### src/rtl/axi_pkg.sv
// Shared AXI encodings and the read-arbiter state encoding used by axi_mem_arbiter.
package axi_pkg;

    typedef enum logic [1:0] {
        BURST_FIXED = 2'b00,
        BURST_INCR  = 2'b01,
        BURST_WRAP  = 2'b10
    } burst_e;

    typedef enum logic [1:0] {
        OKAY   = 2'b00,
        EXOKAY = 2'b01,
        SLVERR = 2'b10,
        DECERR = 2'b11
    } resp_e;

    typedef enum logic [1:0] {
        R_IDLE = 2'd0,
        R_ADDR = 2'd1,
        R_DATA = 2'd2
    } r_state_e;

endpackage

### src/rtl/arb_pick.sv
// Two-way read winner selection (pick=1 means M1).
// Round-robin tie-break when AXI_ARB_ROUND_ROBIN_EN is defined, else fixed M1 priority.
module arb_pick (
    input  logic req0,
    input  logic req1,
    input  logic last_grant,
    output logic valid,
    output logic pick
);

`ifdef AXI_ARB_ROUND_ROBIN_EN
    always_comb begin
        valid = req0 | req1;
        if (req0 && req1) pick = ~last_grant;
        else              pick = req1;
    end
`else
    logic unused_last_grant;
    assign unused_last_grant = last_grant;

    always_comb begin
        valid = req0 | req1;
        pick  = req1;
    end
`endif

endmodule

### src/rtl/axi_mem_arbiter.sv
// Shares one AXI4 memory port between the I-cache (M0, read) and D-cache (M1, read + write-back).
// Optional round-robin tie-break via AXI_ARB_ROUND_ROBIN_EN.
//
// state  | meaning
// R_IDLE | no read in flight; pick a winner among eligible requests
// R_ADDR | latched AR presented to slave, waiting for s_arready
// R_DATA | R beats routed to the granted master until rlast
module axi_mem_arbiter
    import axi_pkg::*;
#(
    parameter int ADDR_W = 32,
    parameter int DATA_W = 64
) (
    input  logic                clk,
    input  logic                rst,
    input  logic [ADDR_W-1:0]   m0_araddr,
    input  logic [7:0]          m0_arlen,
    input  logic [2:0]          m0_arsize,
    input  logic [1:0]          m0_arburst,
    input  logic                m0_arvalid,
    output logic                m0_arready,
    output logic [DATA_W-1:0]   m0_rdata,
    output logic [1:0]          m0_rresp,
    output logic                m0_rvalid,
    output logic                m0_rlast,
    input  logic                m0_rready,
    input  logic [ADDR_W-1:0]   m1_araddr,
    input  logic [7:0]          m1_arlen,
    input  logic [2:0]          m1_arsize,
    input  logic [1:0]          m1_arburst,
    input  logic                m1_arvalid,
    output logic                m1_arready,
    output logic [DATA_W-1:0]   m1_rdata,
    output logic [1:0]          m1_rresp,
    output logic                m1_rvalid,
    output logic                m1_rlast,
    input  logic                m1_rready,
    input  logic [ADDR_W-1:0]   m1_awaddr,
    input  logic [7:0]          m1_awlen,
    input  logic [1:0]          m1_awburst,
    input  logic                m1_awvalid,
    output logic                m1_awready,
    input  logic [DATA_W-1:0]   m1_wdata,
    input  logic [DATA_W/8-1:0] m1_wstrb,
    input  logic                m1_wlast,
    input  logic                m1_wvalid,
    output logic                m1_wready,
    output logic [1:0]          m1_bresp,
    output logic                m1_bvalid,
    input  logic                m1_bready,
    output logic [ADDR_W-1:0]   s_araddr,
    output logic [7:0]          s_arlen,
    output logic [2:0]          s_arsize,
    output logic [1:0]          s_arburst,
    output logic                s_arvalid,
    input  logic                s_arready,
    input  logic [DATA_W-1:0]   s_rdata,
    input  logic [1:0]          s_rresp,
    input  logic                s_rvalid,
    input  logic                s_rlast,
    output logic                s_rready,
    output logic [ADDR_W-1:0]   s_awaddr,
    output logic [7:0]          s_awlen,
    output logic [1:0]          s_awburst,
    output logic                s_awvalid,
    input  logic                s_awready,
    output logic [DATA_W-1:0]   s_wdata,
    output logic [DATA_W/8-1:0] s_wstrb,
    output logic                s_wlast,
    output logic                s_wvalid,
    input  logic                s_wready,
    input  logic [1:0]          s_bresp,
    input  logic                s_bvalid,
    output logic                s_bready
);

    r_state_e state;
    logic     grant;
    logic     wr_pending;
    logic     last_grant;
    logic     req0, req1, pick_valid, pick;

    // An M1 refill must not overtake its own outstanding write-back.
    assign req0 = m0_arvalid;
    assign req1 = m1_arvalid & ~wr_pending;

    arb_pick u_pick (
        .req0       (req0),
        .req1       (req1),
        .last_grant (last_grant),
        .valid      (pick_valid),
        .pick       (pick)
    );

`ifdef AXI_ARB_ROUND_ROBIN_EN
    always_ff @(posedge clk) begin
        if (rst)                                   last_grant <= 1'b0;
        else if (state == R_IDLE && pick_valid)    last_grant <= pick;
    end
`else
    assign last_grant = 1'b0;
`endif

    always_ff @(posedge clk) begin
        if (rst) begin
            state     <= R_IDLE;
            grant     <= 1'b0;
            s_arvalid <= 1'b0;
            s_araddr  <= '0;
            s_arlen   <= '0;
            s_arsize  <= '0;
            s_arburst <= '0;
        end else begin
            case (state)
                R_IDLE: begin
                    if (pick_valid) begin
                        grant     <= pick;
                        s_araddr  <= pick ? m1_araddr  : m0_araddr;
                        s_arlen   <= pick ? m1_arlen   : m0_arlen;
                        s_arsize  <= pick ? m1_arsize  : m0_arsize;
                        s_arburst <= pick ? m1_arburst : m0_arburst;
                        s_arvalid <= 1'b1;
                        state     <= R_ADDR;
                    end
                end
                R_ADDR: begin
                    if (s_arready) begin
                        s_arvalid <= 1'b0;
                        state     <= R_DATA;
                    end
                end
                R_DATA: begin
                    if (s_rvalid && s_rready && s_rlast) state <= R_IDLE;
                end
                default: begin
                    s_arvalid <= 1'b0;
                    state     <= R_IDLE;
                end
            endcase
        end
    end

    // A new accept wins over a same-cycle completion.
    always_ff @(posedge clk) begin
        if (rst)                          wr_pending <= 1'b0;
        else if (s_awvalid && s_awready)  wr_pending <= 1'b1;
        else if (s_bvalid && s_bready)    wr_pending <= 1'b0;
    end

    logic in_addr, in_data;
    assign in_addr = (state == R_ADDR);
    assign in_data = (state == R_DATA);

    assign m0_arready = in_addr & ~grant & s_arready;
    assign m1_arready = in_addr &  grant & s_arready;

    assign s_rready  = in_data & (grant ? m1_rready : m0_rready);
    assign m0_rvalid = in_data & ~grant & s_rvalid;
    assign m1_rvalid = in_data &  grant & s_rvalid;
    assign m0_rdata  = s_rdata;
    assign m1_rdata  = s_rdata;
    assign m0_rresp  = s_rresp;
    assign m1_rresp  = s_rresp;
    assign m0_rlast  = s_rlast;
    assign m1_rlast  = s_rlast;

    assign s_awaddr   = m1_awaddr;
    assign s_awlen    = m1_awlen;
    assign s_awburst  = m1_awburst;
    assign s_awvalid  = m1_awvalid;
    assign m1_awready = s_awready;
    assign s_wdata    = m1_wdata;
    assign s_wstrb    = m1_wstrb;
    assign s_wlast    = m1_wlast;
    assign s_wvalid   = m1_wvalid;
    assign m1_wready  = s_wready;
    assign m1_bresp   = s_bresp;
    assign m1_bvalid  = s_bvalid;
    assign s_bready   = m1_bready;

endmodule

### config.mk
export PLATFORM = sky130hd
export DESIGN_NAME = axi_mem_arbiter
export DESIGN_NICKNAME = d
export VERILOG_FILES = /design/src/rtl/axi_pkg.sv /design/src/rtl/arb_pick.sv /design/src/rtl/axi_mem_arbiter.sv
export SDC_FILE = /design/constraint.sdc
export NUM_CORES = 1
export LEC_CHECK = 0
export BUFFER_PORTS_ARGS = -buffer_cell sky130_fd_sc_hd__buf_2
export CORE_AREA = 2 2 235 237
export DETAILED_ROUTE_END_ITERATION = 10
export DIE_AREA = 0 0 237 239
export HOLD_SLACK_MARGIN = 0.05
export PLACE_DENSITY = 0.38
export REMOVE_ABC_BUFFERS = 1
export SLEW_MARGIN = 40
export SYNTH_ARGS = -nofsm -noshare
export SYNTH_HDL_FRONTEND = slang
export SYNTH_SLANG_ARGS = --single-unit
### constraint.sdc
create_clock -name clk -period 2.48 [get_ports clk]
set_clock_uncertainty 0.1 [all_clocks]
set_input_delay 0.248 -clock clk [delete_from_list [all_inputs] [get_ports clk]]
set_output_delay 0.248 -clock clk [all_outputs]
set_load 0.005 [all_outputs]
=== Yosys cells after proc, flatten, opt, wreduce, memory -nomap -nowiden ===
Cells that the tools add are included.

* Flip-flop bits (word level): 50
* Bits in latches: 0
* RAM bits: 0
* Bits in read-only memories: 0
* Input bits: 288
* Output and inout bits: 308
* Memories kept: 0

* Add/sub/neg operators: 0
* $mul: 0
* Div/mod/pow operators: 0
* $lt $le $gt $ge: 0
* Equality and inequality tests: 5
* Shift operators: 0
* Multiplexer cells: 14
* Bitwise gates (word level): 14
* Reductions and logical operators: 9

{| class="wikitable"
|+ Operator list
! cell !! count
|-
| two-way mux 32 bit || 1
|-
| AND 1 bit || 10
|-
| two-way mux 2 bit || 4
|-
| two-way mux 8 bit || 1
|-
| case mux 2 bit (3 select lines) || 1
|-
| AND reduction 3 bit || 2
|-
| two-way mux 1 bit || 5
|-
| logical AND 1 bit || 4
|-
| != test 2 bit, second input constant || 2
|-
| two-way mux 3 bit || 1
|-
| inverter 1 bit || 3
|-
| case mux 1 bit (3 select lines) || 1
|-
| == test 2 x 1 -> 1 bit, second input constant || 1
|-
| == test 2 bit, second input constant || 1
|-
| zero test 2 bit || 1
|-
| != test 2 x 1 -> 1 bit, second input constant || 1
|-
| AND reduction 2 bit || 1
|-
| nonzero test 2 bit || 1
|-
| bitwise OR 1 bit || 1
|}

=== Longest topological paths before layout ===
Gate-level depths: netlist of run 1.

* Depth in word-level cells: 6
* Gate-level depth with buffers: 5

=== Modules after synthesis ===
From an unflattened synthesis of run 1, not the netlist that was laid out.

* Cell total of the unflattened synthesis: 493
* Area total of the unflattened synthesis: 4443.0 sq um

{| class="wikitable"
|+ Modules (own cells, without submodules)
! module !! instances !! cells an instance !! area each (sq um) !! sequential area each (sq um)
|-
| axi_mem_arbiter || 1 || 491 || 4429.2 || 1001.0
|-
| arb_pick || 1 || 2 || 13.8 || 0.0
|}

=== Least setup slack after synthesis of run 1 ===
Ideal clock, no wire load.

* Path type: reg2reg
* From: register state[0]
* To: register s_araddr[0]
* Arrival: 1223 ps
* Required time: 2254 ps
* Slack: 1032 ps
* Cell stages (with the launch flop): 6
* Path buffers: 2
* Period minus slack after synthesis: 1448 ps
* Cells stage by stage: dfxtp_1 or2_1 buf_6 a21oi_2 buf_2 a31oi_1

* Longest elaborated chain between the ends: 2

{| class="wikitable"
|+ RTL lines
! item !! RTL line !! RTL
|-
| from (decl) || axi_mem_arbiter.sv:77 || <nowiki>r_state_e state;</nowiki>
|-
| from (signal assigned) || axi_mem_arbiter.sv:106 || <nowiki>state <= R_IDLE;</nowiki>
|-
| from (signal assigned) || axi_mem_arbiter.sv:123 || <nowiki>state <= R_ADDR;</nowiki>
|-
| from (signal assigned) || axi_mem_arbiter.sv:129 || <nowiki>state <= R_DATA;</nowiki>
|-
| zero test 2 bit || axi_mem_arbiter.sv:114 || <nowiki>case (state)</nowiki>
|-
| AND reduction 2 bit (no source line) || - ||
|-
| to (signal assigned) || axi_mem_arbiter.sv:118 || <nowiki>s_araddr <= pick ? m1_araddr : m0_araddr;</nowiki>
|-
| to (decl) || axi_mem_arbiter.sv:51 || <nowiki>output logic [ADDR_W-1:0] s_araddr,</nowiki>
|}

No other way between the ends.
A chain may end at the register's enable or synchronous reset.

=== Worst setup path after layout of run 1 ===
* From: register state[1]
* To: register s_araddr[12]

Same word-level chain as after synthesis.

==> metrics.yaml, run 1 <==
status: "complete, no violations"
clkLatencyLatePin_ns: 0.33
clk_path_buf_depth: 2
yosysUniqueCellTypes: 22
slowest_stage: "dlygate4sd3_1"
setup_violations: 0
ant_nets: 0
die_area_mm2: 0.0566
clock-root-buffer: "clkbuf_16"
yosysTopAreaCell: "buf_4"
dp_cells: 1227
relSlewSlack_pct: 55.7
grt_max_degree: 70
drc_errors: 0
cts_tree: "done"
overflow: 0
cp_data_arrival_time_ns: 2.55
cp_data_required_time_ns: 2.67
crit_path_max_incr_delay_ns: 0.57
wl_per_cell_um: 53.8
place_ws_ns: 0.683
drive_gt1_share_pct: 31.7
cts_setup_buffers: 0
design_area_mm2: 0.00506
critPathLaunchType: "flop"
clkTransAtPathRegs_ns: 0.09
netlist_area_mm2: 0.00467
crit_chain: "or2_2 > buf_4 > a221o_1 > a31oi_1 > dlygate4sd3_1"
crit_type: "reg -> reg"
tightest_slew_ns: 0.665
fin_ws_ns: 0.117
fmaxAchievable_mhz: 423
gp_congestion: 1.16
die_h_um: 239
dp_hpwl_um: 63400
grt_pass1_wl_um: 77200
power_leakage_uw: 0.00214
yosys_warnings: 0
ir_drop_uv: 262
post-route-period-util_pct: 95.3
end_kind: "flop"
ioPinCount: 596
grt_usage_pct: 23.5
h-tree-depth: 2
cts_made_buffers: 5
drt_first_pass_iters: 5
final_util_pct: 9.31
rows: 86
placeableCoreArea_mm2: 0.0543
critPathMaxFanout: 46
synth.top_cell.area_share_pct: 41.4
post_dp_cell_area_mm2: 0.00443
routed_wl_um: 68900
clock_sinks: 50
instances_no_fill: 1281
areaGrowthSynthToFinish_pct: 8.19
rsz0062_at_grt: "false"
avgViaCountPerCell: 3.52
diodes: 0
initial_core_util_pct: 8.60
ys_seq_area_share_pct: 21.4
p_per_area_mw_per_mm2: 546
ctsResizeCount: 0
synth_cells: 643
avgSynthCellArea_um2: 7.27
synth_area_leaders: "buf_4 41%, dfxtp_1 21%, a221o_1 9.6%, nand2_1 7.6%, a31oi_1 6.0%"
min_path_type: "in -> reg"
maxSlewViolCount: 0
antenna_found_initial: 4
nNetsFinal: 864
final-hold-violation-count: 0
postCtsHoldBufs: 46
max-cap-violations: 0
grt_pass1_vias: 3913
period_needed_ns: 2.36
synth_seq_cells: 50
io_buffers: 159
num_vias: 4506
die_x_um: 237
first_iter_violations: 333
==> cells in the mapped netlist, drive strengths merged <==
master   instances
nor2b            3
nand2b           1
a22oi            1
buf            271
or2              1
a31oi           45
dfxtp           50
clkbuf          21
nor2            51
nand2           95
o21ai            4
a21oi            4
nand3b           1
a2111oi          1
a221o           45
nor3             1
mux2i            1
inv             47
==> worst max-delay path: cells and delay by family (launching register included) <==
kind            cells  cell delay (ns)
simple gates        1             0.34
flops               1             0.36
buf+inv             2             0.91
compound gates      2             0.58
==> sequential cells by signal, summed over array words and instances, names as in the netlist <==
signal / flops
s_araddr: 32
s_arlen: 8
s_arsize: 3
s_arburst: 2
state: 2
grant: 1
s_arvalid: 1
wr_pending: 1
==> through the flow <==
step | power [uW] | hold WS [ns] | TNS, ns
6_report | 2760 | 0.0689 | 0
5_1_grt | 2920 | 0.0620 | 0
4_1_cts | 2810 | 0.0502 | 0
3_5_place_dp | 1770 | 0.350 | 0
3_3_place_gp | 1760 | 0.350 | 0
2_1_floorplan | 1330 | 0.217 | -37.65
==> layout by cell type, fill, tap and decap left out <==
cell type / count
buf_2: 159
nand2_1: 95
nor2_1: 51
dfxtp_1: 50
inv_1: 47
dlygate4sd3_1: 46
a221o_1: 45
a31oi_1: 45
buf_4: 8
clkbuf_16: 5
buf_12: 5
o21ai_0: 4
a21oi_1: 3
nor2b_1: 2
nand3b_1: 1
mux2i_1: 1
nand2b_4: 1
or2_2: 1
a21oi_4: 1
nor2b_4: 1
nor3_1: 1
a2111oi_0: 1
a22oi_1: 1
bufinv_16: 1
clkbuf_1: 1
clkinvlp_4: 1
==> worst paths after layout <==
check	slack, ns	end	cells past startpoint	start
max	0.12	s_araddr[12]	5	state[1]
max reg2reg	0.12	s_araddr[12]	5	state[1]
min reg2reg	0.36	s_arvalid	2	s_arvalid
min	0.07	s_araddr[15]	3	m1_araddr[15]
==> area by class of cell <==
cell class	instances	area, um^2
clock buffer	6	129
clock inverter	2	37.5
fill	6341	49300
inverter	47	176
multi-input combinational	254	1420
sequential	50	1000
tap	704	881
timing repair buffer	218	1420
==> layer usage <==
layer | share of wire [%] | global-route usage [%] | vias to the layer above
met4 | 6.5 | 13.2 | 24
met3 | 27 | 30.2 | 85
li1 | - | - | 1706
met1 | 16 | 10.3 | 1959
met5 | 1.3 | 11.3 | -
met2 | 49 | 41.3 | 732
==> kinds of logic (layout without fill, tap and decap cells) <==
group	after synthesis	count (layout)	share of synthesized area, %
AND/OR/NAND/NOR	153	153	12.7
buffers and inverters	339	273	48.8
multiplexers	1	1	0.214
AO/OA/AOI/OAI	100	100	16.9
flip-flops	50	50	21.4
==> power breakdown <==
part	switching, uW	internal [uW]	total [uW]
sequential	80.8	905	986
combinational	455	397	851
clock	443	481	924
total	978	1780	2760
Note: power is estimated with default switching activity, not from simulation.
==> inputs of run 2 (changes only) <==
--- a/config.mk
+++ b/config.mk
@@ -5,11 +5,12 @@
 export SDC_FILE = /design/constraint.sdc
 export NUM_CORES = 1
 export LEC_CHECK = 0
+export ABC_AREA = 1
 export BUFFER_PORTS_ARGS = -buffer_cell sky130_fd_sc_hd__buf_2
-export CORE_AREA = 2 2 235 237
+export CORE_AREA = 2 2 234 236
+export CTS_BUF_LIST = sky130_fd_sc_hd__clkbuf_4
 export DETAILED_ROUTE_END_ITERATION = 10
-export DIE_AREA = 0 0 237 239
-export HOLD_SLACK_MARGIN = 0.05
+export DIE_AREA = 0 0 236 238
 export PLACE_DENSITY = 0.38
 export REMOVE_ABC_BUFFERS = 1
 export SLEW_MARGIN = 40
==> metrics.yaml, run 2 <==
rsz0062_at_grt: "false"
synth_flop_cell: "dfxtp_1"
dp_cells: 1311
clk_path_buf_depth: 2
status: "complete, no violations"
rows: 85
drc_errors: 0
synth_most_common_cell: "buf_4"
overflow: 0
period_needed_ns: 2.24
setup_violations: 0
end_kind: "flop"
grt_max_degree: 53
wl_per_cell_um: 47.3
initial_core_util_pct: 8.66
tightest_slew_ns: 0.635
top_register: "s_araddr"
swShare_pct: 35.7
clock-root-buffer: "clkbuf_4"
gp_congestion: 1.26
areaGrowthSynthToFinish_pct: 12.6
drt_first_pass_iters: 4
synth_seq_cells: 50
die_h_um: 238
p_per_area_mw_per_mm2: 482
final_util_pct: 9.75
p_clk_share_pct: 27.5
synth_edf_count: 0
max-cap-violations: 0
synth_area_leaders: "buf_4 43%, dfxtp_1 22%, nand2_1 19%, nor2_1 7.6%, inv_1 4.2%"
ys_seq_area_share_pct: 21.6
num_vias: 4355
n_fill_cell: 6317
critPathLaunchType: "flop"
fmaxAchievable_mhz: 447
dp_hpwl_um: 62100
die_area_mm2: 0.0562
cts_tree: "done"
nNetsFinal: 995
timing.rr.start: "wr_pending"
yosysTopAreaCell: "buf_4"
cts_setup_buffers: 0
power_leakage_uw: 0.00262
final_common_cell: "nand2_1"
maxSlewViolCount: 0
final-hold-violation-count: 0
setup_tns_ns: 0
io_buffers: 159
avgSynthCellArea_um2: 6.35
hp-start: "m0_araddr[23]"
internal_power_uw: 1610
cts_made_buffers: 5
reg_top3: "s_araddr x32, s_arlen x8, s_arsize x3"
power.total_uw: 2510
ctsResizeCount: 0
synth_cells: 730
drive_gt1_share_pct: 25.1
ant_nets: 0
switching_power_uw: 897
final_cell_mix: "239 x nand2_1, 159 x buf_2, 94 x nor2_1"
post-route-period-util_pct: 90.2
first_iter_violations: 231
cp_data_arrival_time_ns: 2.53
yosys_warnings: 0
grt_usage_pct: 23.0
netlist_area_mm2: 0.00463
sequentialPowerShare_pct: 38.5
synth.top_cell.area_share_pct: 43.4
min_path_type: "in -> reg"
ioPinCount: 596
avgViaCountPerCell: 3.10
startpoint: "wr_pending"
regToRegSetupSlack_ns: 0.24
synthArstFlopShare_pct: 0
instances_no_fill: 1406
grt_pass1_wl_um: 74800
ir_drop_uv: 194
clkTransAtPathRegs_ns: 0.22
largest_reg_flops: 32
synthTopCellsByCount: "268 x buf_4, 239 x nand2_1, 94 x nor2_1"
grt_pass1_vias: 3737
die_x_um: 236
cp_data_required_time_ns: 2.77
yosysUniqueCellTypes: 16
clock_sinks: 50
h-tree-depth: 2
relSlewSlack_pct: 57.7
critPathMaxFanout: 46
antenna_found_initial: 5
routed_wl_um: 66500
comb_power_share_pct: 34.0
placeableCoreArea_mm2: 0.0535
crit_type: "reg -> reg"
clkLatencyLatePin_ns: 0.47
==> run 2: critical path, stage by stage, from the launching register on <==
cell,delay [ns]
dfxtp_1,0.37
inv_2,0.05
nand2_2,0.16
buf_4,0.27
inv_6,0.32
nand2_1,0.10
nand2_1,0.08
dlygate4sd3_1,0.55
nor2_1,0.04
nor2_1,0.11
==> run 2: per-stage QoR <==
stage	setup WS [ns]	area, um^2	hold WS [ns]
4_1_cts	0.226	5210	0.00213
6_report	0.242	5220	0.0295
3_5_place_dp	0.680	4260	0.359
2_1_floorplan	0.248	2530	0.217
3_3_place_gp	0.693	4260	0.356
5_1_grt	0.0242	5210	0.0427
==> run 2: path summary, 6_finish.rpt <==
kind                                     end  cells past startpoint
worst max-delay path             s_araddr[3]                      9
worst min register to register    s_arlen[1]                      4
worst max register to register   s_araddr[3]                      9
worst min-delay path            s_araddr[23]                      5
==> run 2: routing by layer <==
| layer | GRT usage (%) | share of wire, % | vias to the layer above |
|---|---|---|---|
| met5 | 7.19 | 0.79 | - |
| met4 | 8.20 | 4.1 | 14 |
| met3 | 31.9 | 29 | 79 |
| met2 | 42.3 | 51 | 716 |
| met1 | 9.14 | 14 | 1723 |
| li1 | - | - | 1823 |
==> run 2: cells by family after synthesis <==
group,synth area share (%)
and+or+nand+nor,27.6
buffers and inverters,50.0
DFF,21.6
AOI/OAI and AO/OA,0.810
==> run 2: area by class of cell <==
class / instances / area, um^2 / area share (%)
Timing Repair Buffer: 250 / 1700 / 32.7
Multi-Input combinational cell: 345 / 1320 / 25.3
Sequential cell: 50 / 1000 / 19.2
Tap cell: 696 / 871 / 16.7
Inverter: 55 / 211 / 4.05
Clock inverter: 3 / 63.8 / 1.22
Clock buffer: 5 / 37.5 / 0.720
Antenna cell: 2 / 5.00 / 0.0960
==> run 2: timing repair <==
action                     4_1_cts  5_1_grt
hold buffers                    85        0
setup endpoints to repair        0        0
hold endpoints to repair        45        0
==> run 2: power groups by stage <==
| stage | registers (uW) | logic (uW) | clock network [uW] |
|---|---|---|---|
| 6_report | 967 | 855 | 690 |
| 4_1_cts | 969 | 865 | 734 |
| 2_1_floorplan | 986 | 347 | 0 |
| 5_1_grt | 981 | 969 | 757 |
| 3_5_place_dp | 986 | 722 | 0 |
| 3_3_place_gp | 984 | 720 | 0 |
